**src/rtl/button_press_decoder.sv**
```systemverilog
// Turns the debounced button level into press/release/click/long/repeat pulses and a press count.
// Define BTN_DECODER_REPEAT_EN to enable auto-repeat pulses while a long press is held.
module button_press_decoder #(
  parameter int unsigned LONG_CYCLES   = 25000000,
  parameter int unsigned REPEAT_CYCLES = 5000000,
  parameter int unsigned CNT_W         = 26
) (
  input  logic       c50M,
  input  logic       nReset,
  input  logic       ButtonIn,
  output logic       Held,
  output logic       PressPulse,
  output logic       ReleasePulse,
  output logic       ClickPulse,
  output logic       LongPulse,
  output logic       RepeatPulse,
  output logic [7:0] PressCount
);

  // state | meaning
  // IDLE  | button released, waiting for btn_q
  // SHORT | pressed, hold shorter than LONG_CYCLES
  // LONG  | pressed, long press already reported
  typedef enum logic [1:0] {IDLE, SHORT, LONG} state_t;

  if (LONG_CYCLES < 2 || REPEAT_CYCLES < 2 ||
      64'(LONG_CYCLES) > ((64'd1 << CNT_W) - 64'd1) ||
      64'(REPEAT_CYCLES) > ((64'd1 << CNT_W) - 64'd1)) begin : g_bad_params
    $error("button_press_decoder: LONG_CYCLES/REPEAT_CYCLES out of range for CNT_W");
  end

  localparam logic [CNT_W-1:0] LONG_CMP = CNT_W'(LONG_CYCLES);
  localparam logic [CNT_W-1:0] CNT_ONE  = CNT_W'(1);
`ifdef BTN_DECODER_REPEAT_EN
  localparam logic [CNT_W-1:0] REP_CMP  = CNT_W'(REPEAT_CYCLES);
`endif

  state_t           state_q, state_d;
  logic [CNT_W-1:0] cnt_q, cnt_d;
  logic [7:0]       pcnt_q, pcnt_d;
  logic             btn_q;
  logic             held_q, held_d;
  logic             press_q, press_d;
  logic             rel_q, rel_d;
  logic             click_q, click_d;
  logic             long_q, long_d;
  logic             rep_q, rep_d;

  always_ff @(posedge c50M or negedge nReset) begin
    if (!nReset) begin
      state_q <= IDLE;
      cnt_q   <= '0;
      pcnt_q  <= '0;
      btn_q   <= 1'b0;
      held_q  <= 1'b0;
      press_q <= 1'b0;
      rel_q   <= 1'b0;
      click_q <= 1'b0;
      long_q  <= 1'b0;
      rep_q   <= 1'b0;
    end else begin
      state_q <= state_d;
      cnt_q   <= cnt_d;
      pcnt_q  <= pcnt_d;
      btn_q   <= ButtonIn;
      held_q  <= held_d;
      press_q <= press_d;
      rel_q   <= rel_d;
      click_q <= click_d;
      long_q  <= long_d;
      rep_q   <= rep_d;
    end
  end

  // Release is checked first in every pressed state so it beats a coincident threshold.
  always_comb begin
    state_d = state_q;
    cnt_d   = cnt_q;
    pcnt_d  = pcnt_q;
    press_d = 1'b0;
    rel_d   = 1'b0;
    click_d = 1'b0;
    long_d  = 1'b0;
    rep_d   = 1'b0;
    case (state_q)
      IDLE: begin
        if (btn_q) begin
          state_d = SHORT;
          press_d = 1'b1;
          pcnt_d  = pcnt_q + 8'd1;
          cnt_d   = CNT_ONE;
        end
      end
      SHORT: begin
        if (!btn_q) begin
          state_d = IDLE;
          rel_d   = 1'b1;
          click_d = 1'b1;
          cnt_d   = '0;
        end else if (cnt_q == LONG_CMP) begin
          state_d = LONG;
          long_d  = 1'b1;
          cnt_d   = CNT_ONE;
        end else begin
          cnt_d   = cnt_q + CNT_ONE;
        end
      end
      LONG: begin
        if (!btn_q) begin
          state_d = IDLE;
          rel_d   = 1'b1;
          cnt_d   = '0;
        end else begin
`ifdef BTN_DECODER_REPEAT_EN
          if (cnt_q == REP_CMP) begin
            rep_d = 1'b1;
            cnt_d = CNT_ONE;
          end else begin
            cnt_d = cnt_q + CNT_ONE;
          end
`endif
        end
      end
      default: begin
        state_d = IDLE;
        cnt_d   = '0;
      end
    endcase
    held_d = (state_d != IDLE);
  end

  assign Held         = held_q;
  assign PressPulse   = press_q;
  assign ReleasePulse = rel_q;
  assign ClickPulse   = click_q;
  assign LongPulse    = long_q;
  assign RepeatPulse  = rep_q;
  assign PressCount   = pcnt_q;

endmodule

```
**config.mk**
```make
export PLATFORM = sky130hd
export DESIGN_NAME = button_press_decoder
export DESIGN_NICKNAME = d
export VERILOG_FILES = /design/src/rtl/button_press_decoder.sv
export SDC_FILE = /design/constraint.sdc
export NUM_CORES = 1
export LEC_CHECK = 0
export ABC_AREA = 1
export CAP_MARGIN = 15
export CORE_MARGIN = 3
export CORE_UTILIZATION = 40
export CTS_BUF_LIST = sky130_fd_sc_hd__clkbuf_4
export CTS_CLUSTER_DIAMETER = 50
export CTS_CLUSTER_SIZE = 40
export DETAILED_ROUTE_END_ITERATION = 6
export PLACE_DENSITY = 0.62
export REMOVE_ABC_BUFFERS = 1
export SLEW_MARGIN = 0
export SYNTH_ARGS = -nofsm -noshare
export SYNTH_HDL_FRONTEND = slang
export SYNTH_SLANG_ARGS = --single-unit
```
**constraint.sdc**
```tcl
create_clock -name c50M -period 1.6 [get_ports c50M]
set_input_delay 0.24 -clock c50M [delete_from_list [all_inputs] [get_ports c50M]]
set_output_delay 0.24 -clock c50M [all_outputs]
set_load 0.1 [all_outputs]
```
==> results of run 1 <==
==> cell usage in the layout (no fill, tap or decap), types with 7 or more instances in the layout <==
cell type  netlist  layout
buf_4            1      38
dfrtp_1         42      41
nand2_1         75      61
nor2_1          54      40
xor2_1           9       8
nor2_2           2       9
buf_12           0      15
nand2_2          5      17
a21oi_1          9       7
inv_2            1       7
nor3_1          12       8
nand4_1         11      11
inv_1           44      37
nand3_1         20      16
buf_6            2       8
nor2_4           3      10
==> cell type report <==
class                   count  area, sq um
fillers                   488         2150
clock buffers               5         37.5
clock inverters             3         21.3
well taps                  72         90.1
inverters                  46          180
repair buffers             66          741
flip-flops and latches     42         1050
multi-input cells         235         1470
==> through the flow <==
step / std cells / power, mW / area [sq um]
finish: 469 / 4.33 / 3590
global route: 469 / 4.54 / 3590
CTS: 460 / 3.98 / 3240
detailed placement: 448 / 3.38 / 3100
global placement: 448 / 3.37 / 3100
floorplan: 323 / 2.51 / 2430
==> power by group through the flow <==
stage | Combinational [mW] | Sequential (mW) | Clock (mW)
5_1_grt | 2.51 | 1.40 | 0.627
3_3_place_gp | 1.97 | 1.40 | 0
2_1_floorplan | 0.455 | 2.06 | 0
3_5_place_dp | 1.99 | 1.39 | 0
4_1_cts | 2.02 | 1.38 | 0.580
6_report | 2.38 | 1.38 | 0.563
==> sequential cells by signal (all words and copies together) (netlist names) <==
register and flops:
Held 1, PressCount 8, LongPulse 1, cnt_q 26, state_q 2, ReleasePulse 1, PressPulse 1, btn_q 1
ClickPulse 1
==> critical path, stage by stage (launching register included) <==
cell and delay [ps]:
dfrtp_2 430, inv_2 60, ha_4 170, o21ai_4 190, buf_12 170, buf_6 100, nand3_4 100, nor2_4 140
nand2_1 50, nor3b_2 140
==> synthesized netlist by cell type <==
master / instances / share of area
nor2_4: 3 / 0.014
nor3b_2: 1 / 0.0051
clkbuf_2: 1 / 0.0020
nand3b_1: 2 / 0.0061
xnor2_1: 4 / 0.014
dfrtp_1: 42 / 0.43
a22oi_1: 1 / 0.0031
nor2_2: 2 / 0.0051
conb_1: 1 / 0.0015
buf_6: 2 / 0.0092
o21ai_0: 12 / 0.024
inv_2: 1 / 0.0015
nand4_1: 11 / 0.028
buf_4: 1 / 0.0031
a21oi_1: 9 / 0.018
nor2_1: 54 / 0.082
o211a_1: 1 / 0.0041
nand3_1: 20 / 0.041
nand2_1: 75 / 0.11
a211oi_1: 1 / 0.0031
nor3_1: 12 / 0.024
nand3_2: 1 / 0.0041
nand2_2: 5 / 0.013
o21ai_4: 1 / 0.0066
or2_0: 1 / 0.0025
xor2_1: 9 / 0.032
ha_1: 7 / 0.036
o31ai_1: 1 / 0.0031
clkinv_1: 1 / 0.0015
o21ai_2: 1 / 0.0036
inv_1: 44 / 0.067
==> cell families after synthesis <==
family / synth area share
and+or+nand+nor: 0.339
buffers and inverters: 0.0844
DFF: 0.427
AOI/OAI and AO/OA: 0.0661
xor gates and xnor gates: 0.0463
adders and majority gates: 0.0356
other: 0.00152
==> layer usage <==
layer,up-vias,share of wire,global-route usage
li1,1174,-,-
met1,1139,0.43,0.238
met2,97,0.49,0.294
met3,16,0.066,0.0353
met4,0,0.018,0.0633
met5,-,0,0
==> what timing repair did <==
item | 4_1_cts | 5_1_grt
pin swaps | 4 | 22
endpoints found under the hold margin | 13 | 0
endpoints found under the setup margin | 15 | 33
cloned | 0 | 3
setup buffers | 3 | 6
resized for setup | 14 | 89
hold buffers | 1 | 0
==> final timing paths <==
kind	from	endpoint	cells past startpoint
max in group asynchronous	nReset	state_q[1]	3
hold / removal	nReset	cnt_q[5]	2
hold reg to reg	PressCount[6]	PressCount[6]	1
min in group c50M	ButtonIn	btn_q	1
setup reg to reg	state_q[1]	cnt_q[18]	9
setup / recovery	state_q[1]	cnt_q[18]	9
==> results by stage, run 1 <==
Outcome:
- The run finished, with violations left.
- The checks that failed: negative setup slack.

Worst setup path:
- STA classifies the critical path startpoint as a flop.
- The sort of element at the end of the critical path is a flop.
- At the worst endpoint, the required time is ~1900 ps.
- The arrival time at the worst endpoint is 1930 ps.
- The register-to-register setup slack is -60 ps.
- The classification of the worst setup path is flop to flop.
- In this run the worst path has a maximum fanout of 7.

Synthesis:
- The Yosys step of the flow raised 0 warnings.
- After synthesis, the mean cell area works out to about 7.5 sq um.
- In this run, distinct cell masters in the synthesized netlist total 31.
- Of the synthesized area, sequential elements account for 0.427.
- The synthesized netlist occupies a cell area of 0.00246 sq mm.
- The count of state elements after synthesis is between 40 and 50.
- After technology mapping, the gate count stands at roughly 330.

Global route:
- The number of global-route vias before repair came to ~2200.
- The residual overflow from global routing is 0.
- The first global-routing pass estimated between 10000 and 15000 um of wire.
- Entering global routing, the biggest net connects 30 pins.
- The initial antenna violation count came to 0.
- For this run, the total global-route usage over all layers was measured as 0.180.

Floorplanning:
- The placeable core region is 0.00574 sq mm.
- The die is about 84 um tall.
- For this design the top-level I/O count stands at 17.
- In this run the horizontal extent of the chip is roughly 84 um.
- For this configuration, the core starts out at a cell density of 0.429.
- The die footprint is about 0.0071 sq mm.
- The number of rows created at floorplan is 27.

Clock network:
- The clock reaches the later pin of the worst-skew pair after between 300 and 400 ps.
- The clock tree from TritonCTS is done.
- The number of sinks on the clock net is 42.
- CTS built an H-tree with a depth of 2.
- Clock tree synthesis selected as its root buffer the cell clkbuf_4.
- The total clock buffers created by CTS is 5.
- After clock tree synthesis, the clock-pin slew on the worst setup and hold paths is approximately 150 ps.
- The maximum buffer depth of the clock tree is 2.

Cells and area:
- Relative to the synthesized area, the layout overhead comes to 45.9%.
- The antenna diode count is 0.
- The share of post-route cells with drive strength above 1 is 0.370.
- In the final design database the tool counted about 400 nets.
- At the end of the flow the core is filled with cells to 0.625.

Power:
- Of the total power, the share spent switching nets is 0.460.
- The total power density per cell area is between 1000 and 1500 mW/mm^2.
- The net load switching power is ~2.0 mW.
- The leakage power total is between 1.5 and 2 nW.
- Of the total power, the clock network draws 0.130.
- The proportion of power drawn by flip-flops and latches is 0.319.
- The combinational cell fraction of total power is 0.551.
- The internal power consumption is approximately 2.3 mW.
- The maximum vdd drop is between 1500 and 2000 uV.

Routing:
- For this block, the via count after detailed routing is between 2000 and 2500.
- For this run, design rule violations remaining after detail routing come to 0.
- For this block, the initial DRC count from the detailed router was ~290.
- Summed over all layers, the routed wires come to a little under 7000 um.
- In the routed layout, each cell is associated on average with a via count of between 5 and 6.
- For this run, the detailed router's first-pass iteration total came to 7.
- The final antenna-violating net count is 0.
- After detailed routing, the average wire length per cell comes to between 10 and 15 um.

Placed design:
- Timing analysis after detailed placement gives a worst setup slack of -55.0 ps.
- The number of port buffers is 15.
- At the end of routability-driven placement, the weighted congestion stood at 0.938.
- The HPWL after detailed placement is 4540 um.

Timing:
- The worst-case clock skew is about 13 ps.
- Derived from the worst setup path, the maximum achievable clock frequency is 603 MHz.
- The final total negative setup slack is -179 ps.
- The count of endpoints failing setup in the final report is 7.
- After layout, the minimum clock period comes to between 1500 and 2000 ps.
- Setup repair after global routing could not meet its margin everywhere.
- After layout, the worst setup slack is -59.1 ps.
- The number of slew-limit violations in the final report is 0.
- The number of hold-slack violations in the final timing report is 0.
- Dividing the final minimum period by the clock period gives 1.04.
- Final hold analysis gives a worst-case slack of 281 ps.

Job:
- The max-capacitance violation count is 0.

Hold path:
- The worst hold path belongs to the class input port to async pin.
Power figures use the tool's default switching activity.
==> inputs of run 2 (changes only) <==
--- a/config.mk
+++ b/config.mk
@@ -13,7 +13,7 @@
 export CTS_CLUSTER_DIAMETER = 50
 export CTS_CLUSTER_SIZE = 40
 export DETAILED_ROUTE_END_ITERATION = 6
-export PLACE_DENSITY = 0.62
+export PLACE_DENSITY = 0.6
 export REMOVE_ABC_BUFFERS = 1
 export SLEW_MARGIN = 0
 export SYNTH_ARGS = -nofsm -noshare
==> constraint.sdc (replaced) <==
create_clock -name c50M -period 1.86 [get_ports c50M]
set_input_delay 0.279 -clock c50M [delete_from_list [all_inputs] [get_ports c50M]]
set_output_delay 0.279 -clock c50M [all_outputs]
set_load 0.1 [all_outputs]
==> run 2 against run 1 <==
The flow now finishes without violations. Total power shrank 25%. Worst setup slack improved by 140 ps. Highest routed layer unchanged. Largest power group unchanged. Non-clock buffer count decreased by 35. Sequential share of layout area grew 6.5 points. Clock power down 14%. Routed wire length decreased by 14%. Hold slack gained 51 ps. Register-to-register slack improved by 140 ps. Critical endpoint is now cnt_q[0]. Maximum frequency down 6.7%. Final area decreased by 18%. Global-route usage shrank 1.3 points.
==> results by stage, run 2 (synthesis results as in run 1) <==
Routing:
- In this run, the number of DRC markers left after iteration 0 of detailed routing was about 130.
- Dividing the detail-routed via count by the number of cells gives a little under 5.
- Summed over all layers, the routed wires come to slightly below 6000 um.
- The routed layout has approximately 2100 vias.
- The final antenna-violating net count is 0.
- The count of TritonRoute iterations in the first routing pass is 4.
- In the routed design, unresolved DRC markers number 0.
- The final routed wire length divided by cell count is 13.6 um.

Global route:
- For this run, the total global-route usage over all layers was measured as 0.167.
- The first-pass GRT wire length is about 9500 um.
- The maximum number of pins on one net before global-route repair is 17.
- The initial antenna violation count came to 0.
- After global routing the overflow that remains totals 0.
- The number of global-route vias before repair is just under 2000.

Power:
- The maximum vdd drop is between 900 and 1000 uV.
- Total power for the finished layout comes to ~3.2 mW.
- Summed over all cells, the static leakage comes to about 1.3 nW.
- Power spread over the standard cell area amounts to approximately 1100 mW/mm^2.

Floorplanning:
- The initialized floorplan defines 27 standard-cell rows.
- The total area inside the core boundary comes to between 0.005 and 0.006 sq mm.
- The initial utilization of the core area, before any placement, comes to 0.429.
- 17 I/O pins were placed.
- The die outline height is roughly 84 um.
- The die footprint is between 0.007 and 0.008 sq mm.
- The horizontal die dimension is 84.4 um.

Worst setup path:
- The path depth of the worst reg2reg path is 9.
- The critical path is of the flop to flop type.
- The launch point of the critical path is state_q[0].
- The worst-path maximum fanout is 9.
- The capture point of the critical path is cnt_q[0].
- The most frequent cell on the critical path is inv_1.
- The sort of element at the end of the critical path is a flop.
- Walking the worst path, the cells encountered are inv_1 > ha_1 > inv_1 > nand2_1 > o21ai_4 > inv_2 > buf_4 > a211oi_1 > a22oi_1.
- At the worst endpoint, the arrival time is between 2000 and 2500 ps.
- The largest single stage delay on the critical path is just over 400 ps.
- The register-to-register setup slack is between 80 and 90 ps.
- The critical register-to-register path startpoint is state_q[0].
- The capture point of the worst reg-to-reg path is cnt_q[0].
- The slowest stage of the critical path belongs to the cell dfrtp_1.
- The required time at the endpoint of the critical path is around 2100 ps.
- The kind of cell adding the most delay to the critical path is compound AO/OA/AOI/OAI gates.
- The number of buffer and inverter stages on the critical path is 4.
- The worst setup path is launched from a flop.
- In this run the number of cells on the critical path is 9.

Clock network:
- The clock-pin slew reported for the worst setup and hold paths after clock tree synthesis is roughly 150 ps.
- Clock latency on the worst-skew pair, taken at its later pin, is approximately 370 ps.
- Clock tree synthesis inserted a total of 5 buffers.
- In this run the number of H-tree levels came out at 2.
- CTS placed an instance of clkbuf_4 at the clock tree root.
- TritonCTS built the clock tree.
- The maximum buffer depth of the clock tree is 2.
- Clock tree synthesis found a total of 42 sinks.

Job:
- The tool flagged a number of max-cap violations equal to 0.

Cells and area:
- The antenna diode count is 0.
- The final core utilization is 0.510.
- The top cell types in the final layout, fill and taps aside, are 73 x nand2_1, 52 x nor2_1, 42 x dfrtp_1, 42 x inv_1, 22 x buf_4.
- The most common cell after layout, fill and taps aside is nand2_1.
- The number of flip-flops in the largest register is 26.
- The final layout contains 373 nets.
- The fill cell instance count of the final layout is roughly 570.
- The multi-input gate area in the final layout is between 0.001 and 0.0015 sq mm.
- Relative to the synthesized area, the layout overhead comes to 19.1%.
- In the final layout, the share of cells above drive strength 1 is 0.179.
- The flip-flop and latch area is 0.00105 sq mm.
- Ranked by flip-flop count, first place goes to cnt_q.

Timing:
- The number of slew-limit violations in the final report came to 0.
- Based on the critical path, the design can be clocked at up to 562 MHz.
- The share of the clock period used by the worst path is 0.956.
- The post-route minimum period is between 1500 and 2000 ps.
- Setup violations remaining at the end of the flow were counted as 0.
- Clock skew on the completed layout was measured at 15.8 ps.
- The number of hold-slack violations in the final timing report came to 0.

Outcome:
- The run finished with clean final reports.

Hold path:
- The worst hold path class is input port to async pin.

Placed design:
- The final weighted congestion in routability-driven placement is about 0.86.
- During placement, the flow inserted port buffers numbering 15.
- The HPWL after detailed placement is about 4400 um.
[run 2: cell types whose count changed in the layout (fill, tap and decap cells not counted), moves of 7 or more]
cell and change:
nand2_1 +12, buf_6 -7, buf_4 -16, buf_12 -10, nor2_1 +12, o21ai_0 +11, nand2_2 -10
[run 2: power by group]
group / internal (mW) / switching [mW]
clock network: 0.147 / 0.337
registers: 1.03 / 0.133
logic: 0.509 / 1.08
[run 2: routing by layer]
metal | GRT usage | vias up | routed length, um
met2 | 0.263 | 50 | 2720
met5 | 0 | - | 0
met4 | 0.0475 | 0 | 38
met1 | 0.235 | 985 | 2900
li1 | - | 1107 | -
met3 | 0.0294 | 4 | 257
[run 2: metrics by stage]
| step | setup slack [ps] | std cells | cell area, sq um | hold WS (ps) | setup TNS, ps |
|---|---|---|---|---|---|
| 3_3_place_gp | 76.8 | 418 | 2740 | 219 | 0 |
| 2_1_floorplan | 14.1 | 323 | 2430 | -16.6 | 0 |
| 6_report | 82.2 | 436 | 2930 | 331 | 0 |
| 5_1_grt | -35.6 | 436 | 2930 | 333 | -108 |
| 4_1_cts | 26.1 | 427 | 2810 | 329 | 0 |
| 3_5_place_dp | 62.0 | 418 | 2740 | 223 | 0 |
[run 2: layout make-up]
cell class	instances	share of cell area
well taps	72	0.0307
repair inverters	1	0.00171
repair buffers	31	0.103
clock buffers	5	0.0128
clock inverters	3	0.00726
inverters	46	0.0602
multi-input cells	236	0.426
flip-flops and latches	42	0.359
[run 2: worst min path at each step]
stage,end,slack (ps),cells past startpoint
4_1_cts,btn_q,330,1
3_5_place_dp,cnt_q[11],220,1
5_1_grt,btn_q,330,1
3_3_place_gp,cnt_q[9],220,1
2_1_floorplan,ClickPulse,-20,0
6_report,cnt_q[11],330,2
[run 2: timing repair]
action / CTS / global route
endpoints found under the setup margin: 0 / 26
endpoints found under the hold margin: 14 / 0
gates resized for setup: 0 / 14
hold buffers: 1 / 0
buffers inserted: 0 / 7
[run 2: worst register-to-register path, cell delays in order (launching register included)]
cell	delay, ps
dfrtp_1	410
inv_1	100
ha_1	240
inv_1	60
nand2_1	100
o21ai_4	150
inv_2	90
buf_4	190
a211oi_1	230
a22oi_1	110
